===== config.mk =====
export PLATFORM = sky130hd
export DESIGN_NAME = logic_unit_pipe
export DESIGN_NICKNAME = d
export VERILOG_FILES = /design/src/rtl/logic_unit_pipe.sv
export SDC_FILE = /design/constraint.sdc
export NUM_CORES = 1
export LEC_CHECK = 0
export BUFFER_PORTS_ARGS = -buffer_cell sky130_fd_sc_hd__buf_4
export CORE_MARGIN = 3
export CORE_UTILIZATION = 62
export CTS_BUF_LIST = sky130_fd_sc_hd__clkbuf_8 sky130_fd_sc_hd__clkbuf_16
export DETAILED_ROUTE_END_ITERATION = 12
export GPL_TIMING_DRIVEN = 0
export PLACE_DENSITY = 0.87
export SYNTH_ARGS = -nofsm -noshare
export SYNTH_HDL_FRONTEND = slang
export SYNTH_SLANG_ARGS = --single-unit

===== constraint.sdc =====
create_clock -name CLK -period 3.05 [get_ports CLK]
set_clock_uncertainty 0.1 [all_clocks]
set_input_delay 0.61 -clock CLK [delete_from_list [all_inputs] [get_ports CLK]]
set_output_delay 0.61 -clock CLK [all_outputs]
set_load 0.01 [all_outputs]

===== src/rtl/logic_unit_pipe.sv =====
// Two-stage pipelined WIDTH-bit bitwise logic unit with valid/ready flow control and a completed-op counter.
// Optional macro LOGIC_UNIT_FLAGS_EN adds registered ZERO/ONES result flags.
module logic_unit_pipe #(
  parameter int WIDTH     = 32,
  parameter int CNT_WIDTH = 16
) (
  input  logic                 CLK,
  input  logic                 RST,
  input  logic                 IN_VALID,
  output logic                 IN_READY,
  input  logic [WIDTH-1:0]     A,
  input  logic [WIDTH-1:0]     B,
  input  logic [2:0]           OP,
  output logic                 OUT_VALID,
  input  logic                 OUT_READY,
  output logic [WIDTH-1:0]     Y,
  output logic [CNT_WIDTH-1:0] OP_CNT
`ifdef LOGIC_UNIT_FLAGS_EN
  ,
  output logic                 ZERO,
  output logic                 ONES
`endif
);

  localparam logic [2:0] OP_AND  = 3'b000;
  localparam logic [2:0] OP_OR   = 3'b001;
  localparam logic [2:0] OP_NOR  = 3'b010;
  localparam logic [2:0] OP_INV  = 3'b011;
  localparam logic [2:0] OP_BUF  = 3'b100;
  localparam logic [2:0] OP_XOR  = 3'b101;
  localparam logic [2:0] OP_NAND = 3'b110;
  localparam logic [2:0] OP_XNOR = 3'b111;

  logic                 v1_q, v1_d;
  logic [WIDTH-1:0]     a_q, a_d;
  logic [WIDTH-1:0]     b_q, b_d;
  logic [2:0]           op_q, op_d;
  logic                 v2_q, v2_d;
  logic [WIDTH-1:0]     y_q, y_d;
  logic [CNT_WIDTH-1:0] cnt_q, cnt_d;

  logic             adv2;
  logic             in_fire;
  logic             out_fire;
  logic [WIDTH-1:0] result;

  // S1 may drain into S2 whenever S2 is empty or being consumed this cycle.
  assign adv2     = v1_q & (~v2_q | OUT_READY);
  assign IN_READY = ~v1_q | adv2;
  assign in_fire  = IN_VALID & IN_READY;
  assign out_fire = v2_q & OUT_READY;

  always_comb begin
    result = '0;
    case (op_q)
      OP_AND:  result = a_q & b_q;
      OP_OR:   result = a_q | b_q;
      OP_NOR:  result = ~(a_q | b_q);
      OP_INV:  result = ~a_q;
      OP_BUF:  result = a_q;
      OP_XOR:  result = a_q ^ b_q;
      OP_NAND: result = ~(a_q & b_q);
      OP_XNOR: result = ~(a_q ^ b_q);
      default: result = '0;
    endcase
  end

  always_comb begin
    v1_d  = v1_q;
    a_d   = a_q;
    b_d   = b_q;
    op_d  = op_q;
    v2_d  = v2_q;
    y_d   = y_q;
    cnt_d = cnt_q;

    if (in_fire) begin
      v1_d = 1'b1;
      a_d  = A;
      b_d  = B;
      op_d = OP;
    end else if (adv2) begin
      v1_d = 1'b0;
    end

    if (adv2) begin
      v2_d = 1'b1;
      y_d  = result;
    end else if (out_fire) begin
      v2_d = 1'b0;
    end

    if (out_fire) begin
      cnt_d = cnt_q + CNT_WIDTH'(1);
    end
  end

  always_ff @(posedge CLK or negedge RST) begin
    if (!RST) begin
      v1_q  <= 1'b0;
      a_q   <= '0;
      b_q   <= '0;
      op_q  <= '0;
      v2_q  <= 1'b0;
      y_q   <= '0;
      cnt_q <= '0;
    end else begin
      v1_q  <= v1_d;
      a_q   <= a_d;
      b_q   <= b_d;
      op_q  <= op_d;
      v2_q  <= v2_d;
      y_q   <= y_d;
      cnt_q <= cnt_d;
    end
  end

  assign OUT_VALID = v2_q;
  assign Y         = y_q;
  assign OP_CNT    = cnt_q;

`ifdef LOGIC_UNIT_FLAGS_EN
  logic zero_q, ones_q;

  always_ff @(posedge CLK or negedge RST) begin
    if (!RST) begin
      zero_q <= 1'b0;
      ones_q <= 1'b0;
    end else if (adv2) begin
      zero_q <= (result == '0);
      ones_q <= (result == '1);
    end
  end

  assign ZERO = zero_q;
  assign ONES = ones_q;
`endif

endmodule

==> impl_results.md, run 1 <==
- Post-placement setup slack: 0.744 ns
- Average footprint of a synthesized cell: 10.2 sq um
- Dominant cells by area after synthesis: dfrtp_1 (40%), mux2_2 (14%), ha_1 (11%), o32ai_1 (6.2%), inv_1 (3.7%)
- Final antenna-violating net count: 0
- R2r setup slk: 0.98 ns
- Area delta synth->final: 23.4%
- Final clock period utilization by the worst path: 0.678
- Shortest period the worst path allows: 2.07 ns
- CP cell instances: clkbuf_1, buf_2, buf_2, o21ai_0, o22ai_1, a21oi_1
- Pins over their slew limit: 0
- Worst path max stage delay: 0.45 ns
- Kind of cell adding the most delay to the critical path: buffers and inverters
- Filler cell count in the final layout: 749
- Top-Level Pins: 121
- Post-synthesis cell area: 7350 sq um
- Average wire per standard cell: 19.7 um
- Netlist cell types: 30
- Slowest stage cell on the critical path: clkbuf_1
- Count of clock tree sinks: 117
- CTS hold repair buffers: 0
- Cell leakage power: 4.33 nW
- DRC violations left: 0
- H-Tree Depth: 4
- Most common cell type on the critical path: buf_2
- Number of enable-type register cells in the synthesized netlist: 0
- Gate Count Post-Synth: 717
- Number of vias after detailed routing: 6,333
- Post-Syn Nets: 853
- Post-DP Area: 8450 sq um
- Largest net degree at the start of global routing: 72
- Number of nets in the layout: 993
- Site row count: 39
- Required time of the critical path: 3.25 ns
- Final Worst Setup Slack: 0.983 ns
- DIE AREA: 13,200 sq um
- Ranking of synthesized cells by instance count: dfrtp_1 (117), mux2_2 (94), inv_1 (72), ha_1 (65), o32ai_1 (52)
- Die Span X: 115 um
- PwrDens: 715 nW/um^2
- Most used DFF post-synth: dfrtp_1
- Startpoint Class: flip-flop
- # placed instances: 981
- Async set or reset register ratio after synthesis: 1.00
- Num CTS Buffers: 17
- WP buf/inv: 3
- Final number of hold-violating endpoints: 0
- Overall fraction of global-route tracks in use: 0.309
- Count of antenna diodes in the layout: 0
- Largest area contributor in the netlist: dfrtp_1
- Total grt overflow: 0
- Peak ir drop on the vdd network: 0.519 mV
- Cell with the most instances after synthesis: dfrtp_1
- Initial core utilization: 0.638
- Register area: 2930 sq um
- Worst R2R Start: op_q[2]
- Wire length of the first global-routing pass: 32,100 um
- Clock latency of the later-clocked register in the worst-skew pair: 0.42 ns
- Final Wtd Congestion: 0.895
- Detailed-placement wirelength estimate: 13,800 um
- Clk root buf: clkbuf_16
- Number of antenna violations at the first check in global routing: 0
- R2r endpoint: Y[30]
- Worst Max-Slew Pin Slew: 0.622 ns
- Outcome: finished clean
- Area occupied by multi-input gates: 3900 sq um
- Post-layout instance area: 9070 sq um
- First DRT Iteration DRCs: 544
- Final-layout setup total negative slack: 0 ns
- Number of global-route vias before repair: 6,687
- Number of cells on the worst reg-to-reg path: 6
- Final instance count without filler cells: 1,012
- RSZ-0062 raised after global routing: false
- Number of setup buffers added after CTS: 0
- Max FO, Critical Path: 10
- Max-capacitance violation count: 0
- Bufs on Longest Clock Path: 2
- Wire length reported by the detailed router: 20,000 um
- Data arrival time of the critical path: 2.26 ns
- Yosys warning count: 0
- Post-CTS sizing: 0
- Worst-path clk slew: 0.05 ns
- Input/output buffers: 120
- Top achievable clock speed: 0.484 GHz
- Category of the worst setup path capture point: flip-flop
- Total Power Consumption: 6.49 mW
- First-pass DRT Iterations: 7
- Slew headroom: 0.585
- Number of vias per cell after detailed routing: 6.26
- Share of the synthesized area in the top cell type: 0.399
- Class of the most critical hold timing path: in -> async
- Number of synthesized register bits: 117
- TritonCTS clock tree: done
- Fraction of layout cells with a size suffix above 1: 0.342
- Crit path kind: reg -> reg
- Core region area: 11,500 sq um
- Sequential element share of the synthesized area: 0.399
- Count of final setup violators: 0
- Die H: 115 um
worst reg2reg max path, stage by stage, from the launching register on:
cell,delay (ns)
dfrtp_1,0.36
clkbuf_1,0.45
buf_2,0.32
buf_2,0.24
o21ai_0,0.15
o22ai_1,0.23
a21oi_1,0.10
routing by layer:
layer	vias up	share of wire	track usage
li1	2834	-	-
met1	3114	0.39	0.364
met2	332	0.50	0.529
met3	53	0.084	0.0789
met4	0	0.026	0.143
met5	-	0	0
layout by cell type, fill, tap and decap left out, drive strengths merged, types with 32 or more instances in the layout:
| master | n |
|---|---|
| a21oi | 38 |
| buf | 148 |
| clkbuf | 40 |
| dfrtp | 117 |
| ha | 65 |
| inv | 75 |
| mux2 | 94 |
| nand2 | 42 |
| nand2b | 36 |
| o21ai | 32 |
| o32ai | 52 |
state kept, by name (all words and copies together) (netlist names):
| signal | count |
|---|---|
| Y | 32 |
| a_q | 32 |
| b_q | 32 |
| OP_CNT | 16 |
| op_q | 3 |
| OUT_VALID | 1 |
| v1_q | 1 |
where the power goes:
part	total, mW	internal (mW)	switching (mW)
Clock	2.10	1.39	0.712
Combinational	2.17	1.08	1.08
Sequential	2.22	1.89	0.327
metrics by stage:
step                hold WS (ns)   util
floorplan                  0.214      -
global placement           0.369  0.732
detailed placement         0.381  0.734
CTS                        0.123  0.787
global route               0.145  0.787
finish                     0.101  0.787
logic make-up after synthesis:
| kind of cell | count (synthesis) | synth area share |
|---|---|---|
| AOI/OAI and AO/OA | 172 | 0.161 |
| and+or+nand+nor | 133 | 0.0972 |
| muxes | 94 | 0.144 |
| buffers and inverters | 121 | 0.0705 |
| adders and majority gates | 65 | 0.111 |
| DFF | 117 | 0.399 |
| xor gates and xnor gates | 15 | 0.0179 |
cell type report:
class	instances	share of cell area
buffer	48	0.0269
timing repair buffer	121	0.102
clock buffer	19	0.0499
inverter	73	0.0302
multi-input combinational	479	0.430
tap	143	0.0197
sequential	117	0.323
clock inverter	12	0.0178
worst max path at each step:
| stage | slack (ns) | from | depth (start not counted) | to |
|---|---|---|---|---|
| after floorplan | 1.13 | OUT_READY | 5 | b_q[10] |
| after global placement | 0.81 | OUT_READY | 6 | b_q[16] |
| after detailed placement | 0.74 | OUT_READY | 6 | b_q[15] |
| after CTS | 1.04 | op_q[2] | 6 | Y[30] |
| after global routing | 0.89 | op_q[0] | 6 | Y[26] |
| final | 0.98 | op_q[2] | 6 | Y[30] |
Power figures use the tool's default switching activity.
==> run 2: changes to the inputs <==
Settings changed: ABC_AREA set to 1, CORE_UTILIZATION 62 to 53, PLACE_DENSITY 0.87 to 0.78.
Clock period 3.05 ns to 1.7 ns, I/O delays scaled along.
==> run 2 against run 1 <==
  * Utilization fell by 11 points
  * Final cell count rose by 56%
  * Critical endpoint is now Y[9]
  * Global-route usage is 2.2 points lower
  * Sequential power is 74% higher
  * Register-to-register slack worse by 0.96 ns
  * Non-clock buffer count grew 35
==> impl_results.md, run 2 <==
- Yosys warning count: 0
- Number of vias after detailed routing: 8,612
- PwrDens: 1190 nW/um^2
- Critical hold path startpoint: OP[1]
- First-pass DRT Iterations: 8
- Number of antenna violations at the first check in global routing: 0
- Die Span X: 132 um
- Final Wtd Congestion: 0.883
- DIE AREA: 17,400 sq um
- Largest net degree at the start of global routing: 81
- Num CTS Buffers: 17
- Largest area contributor in the netlist: dfrtp_1
- Worst Hold Path EP: op_q[1]
- Average wire per standard cell: 15.8 um
- Average footprint of a synthesized cell: 6.90 sq um
- Dominant cells by area after synthesis: dfrtp_1 (35%), nand2_1 (13%), ha_1 (9.7%), inv_1 (9.1%), nand4_1 (7.5%)
- Sequential element share of the synthesized area: 0.349
- Worst R2R Start: op_q[1]
- Peak ir drop on the vdd network: 0.921 mV
- Area occupied by multi-input gates: 4330 sq um
- Post-synthesis cell area: 8380 sq um
- Final clock period utilization by the worst path: 0.985
- Ranking of synthesized cells by instance count: nand2_1 (284), inv_1 (204), nor2_1 (140), dfrtp_1 (117), nand4_1 (100)
- Number of cells on the worst reg-to-reg path: 8
- Fraction of layout cells with a size suffix above 1: 0.177
- R2r setup slk: 0.03 ns
- Final antenna-violating net count: 0
- Count of clock tree sinks: 117
- Count of final setup violators: 0
- Die H: 132 um
- Input/output buffers: 120
- Area delta synth->final: 24.1%
- Number of cells traversed by the worst hold path: 2
- TritonCTS clock tree: done
- # placed instances: 1,546
- H-Tree Depth: 4
- Async set or reset register ratio after synthesis: 1.00
- Count of antenna diodes in the layout: 0
- Slew headroom: 0.609
- Required time of the critical path: 1.91 ns
- Most frequent cells in the layout: nand2_1 (283), inv_1 (206), buf_4 (147)
- Clock latency of the later-clocked register in the worst-skew pair: 0.43 ns
- Clk root buf: clkbuf_16
- Final hold slack: 0.0442 ns
- Final number of hold-violating endpoints: 0
- Bufs on Longest Clock Path: 2
- Class of the most critical hold timing path: in -> reg
- Number of enable-type register cells in the synthesized netlist: 0
- Netlist cell types: 27
- Number of nets in the layout: 1,495
- Share of the synthesized area in the top cell type: 0.349
- R2r endpoint: Y[9]
- Number of synthesized register bits: 117
- Cell leakage power: 6.15 nW
- Cell with the most instances after synthesis: nand2_1
- Outcome: finished clean
- Most common library cell in the layout ignoring fill and taps: nand2_1
- Filler cell count in the final layout: 1,318
- Site row count: 45
- Shortest period the worst path allows: 1.67 ns
- Data arrival time of the critical path: 1.89 ns
- Register area: 2930 sq um
- Detailed-placement wirelength estimate: 17,000 um
- Pins over their slew limit: 0
- Post-Syn Nets: 1,350
- Max FO, Critical Path: 10
- Initial core utilization: 0.547
- Overall fraction of global-route tracks in use: 0.287
- Wire length of the first global-routing pass: 40,400 um
- DRC violations left: 0
- Startpoint Class: flip-flop
- Worst-path clk slew: 0.05 ns
- Gate Count Post-Synth: 1,214
- First DRT Iteration DRCs: 816
- Most used DFF post-synth: dfrtp_1
- Total grt overflow: 0
- Top-Level Pins: 121
- Core region area: 15,300 sq um
- Crit path kind: reg -> reg
- Final instance count without filler cells: 1,583
- Top achievable clock speed: 0.597 GHz
- Max-capacitance violation count: 0
- Worst Max-Slew Pin Slew: 0.587 ns
- Category of the worst setup path capture point: flip-flop
- Number of global-route vias before repair: 8,148
- RSZ-0062 raised after global routing: true
- Wire length reported by the detailed router: 25,100 um
- Number of vias per cell after detailed routing: 5.44
## run 2: cell count changes after synthesis, moves of 31 or more
cell / delta
mux2_2: -93
o21ai_0: +44
nand4_1: +95
nand3b_1: +31
nand2_1: +242
nand2b_1: -36
nor2_1: +135
o32ai_1: -52
inv_1: +132
## run 2: cells by family after synthesis
family,Yosys count,share of synthesized area
multiplexers,2,0.00269
buffers and inverters,285,0.136
XOR/XNOR,11,0.0115
AO/OA/AOI/OAI,134,0.0808
flip-flops,117,0.349
adder cells (fa/ha/maj),65,0.0971
AND/OR/NAND/NOR,600,0.322
## run 2: repair_timing
| action | 4_1_cts | 5_1_grt |
|---|---|---|
| hold endpoints to repair | 37 | 0 |
| setup buffers | 0 | 4 |
| hold buffers | 1 | 0 |
| gates resized for setup | 20 | 80 |
| endpoints found under the setup margin | 32 | 54 |
## run 2: final cells by class
class | count | share of cell area
Clock buffer | 21 | 0.0462
Multi-Input combinational cell | 812 | 0.417
Buffer | 78 | 0.0468
Tap cell | 211 | 0.0254
Clock inverter | 11 | 0.0149
Timing Repair Buffer | 126 | 0.0935
Inverter | 207 | 0.0750
Sequential cell | 117 | 0.282
## run 2: where the power goes
part	internal (mW)	switching, mW
Clock	2.58	1.35
Combinational	1.86	2.78
Sequential	3.43	0.437
## run 2: critical path, stage by stage (launching register included)
cell	delay [ns]
dfrtp_1	0.37
buf_4	0.18
nor2_4	0.19
nand2_2	0.12
buf_4	0.21
o21ai_0	0.16
inv_1	0.06
nand2_1	0.10
nand2_1	0.05
## run 2: layer usage
layer / global-route usage / share of wire / wire, um
met1: 0.384 / 0.43 / 10900
met2: 0.461 / 0.46 / 11600
met3: 0.0569 / 0.078 / 1950
met4: 0.117 / 0.024 / 614
met5: 0 / 0 / 0
## run 2: worst max path at each step
stage	cells past startpoint	slack, ns	endpoint	startpoint
detailed placement	8	-0.19	Y[9]	OUT_READY
global placement	1	-0.14	b_q[2]	RST
floorplan	4	0.19	op_q[1]	OUT_VALID
global route	9	-0.03	Y[8]	op_q[2]
CTS	9	0.001	Y[22]	op_q[1]
finish	8	0.03	Y[9]	op_q[1]
## run 2: per-stage QoR
stage               setup TNS (ns)  power [mW]  setup WS (ns)   util  area (sq um)
detailed placement           -3.81        8.30         -0.192  0.625          9570
CTS                              0        12.3        0.00103  0.669         10300
global route                -0.123        13.1        -0.0278  0.679         10400
floorplan                        0        6.57          0.190      -          8380
finish                           0        12.4         0.0263  0.679         10400
global placement            -17.66        8.14         -0.143  0.623          9540
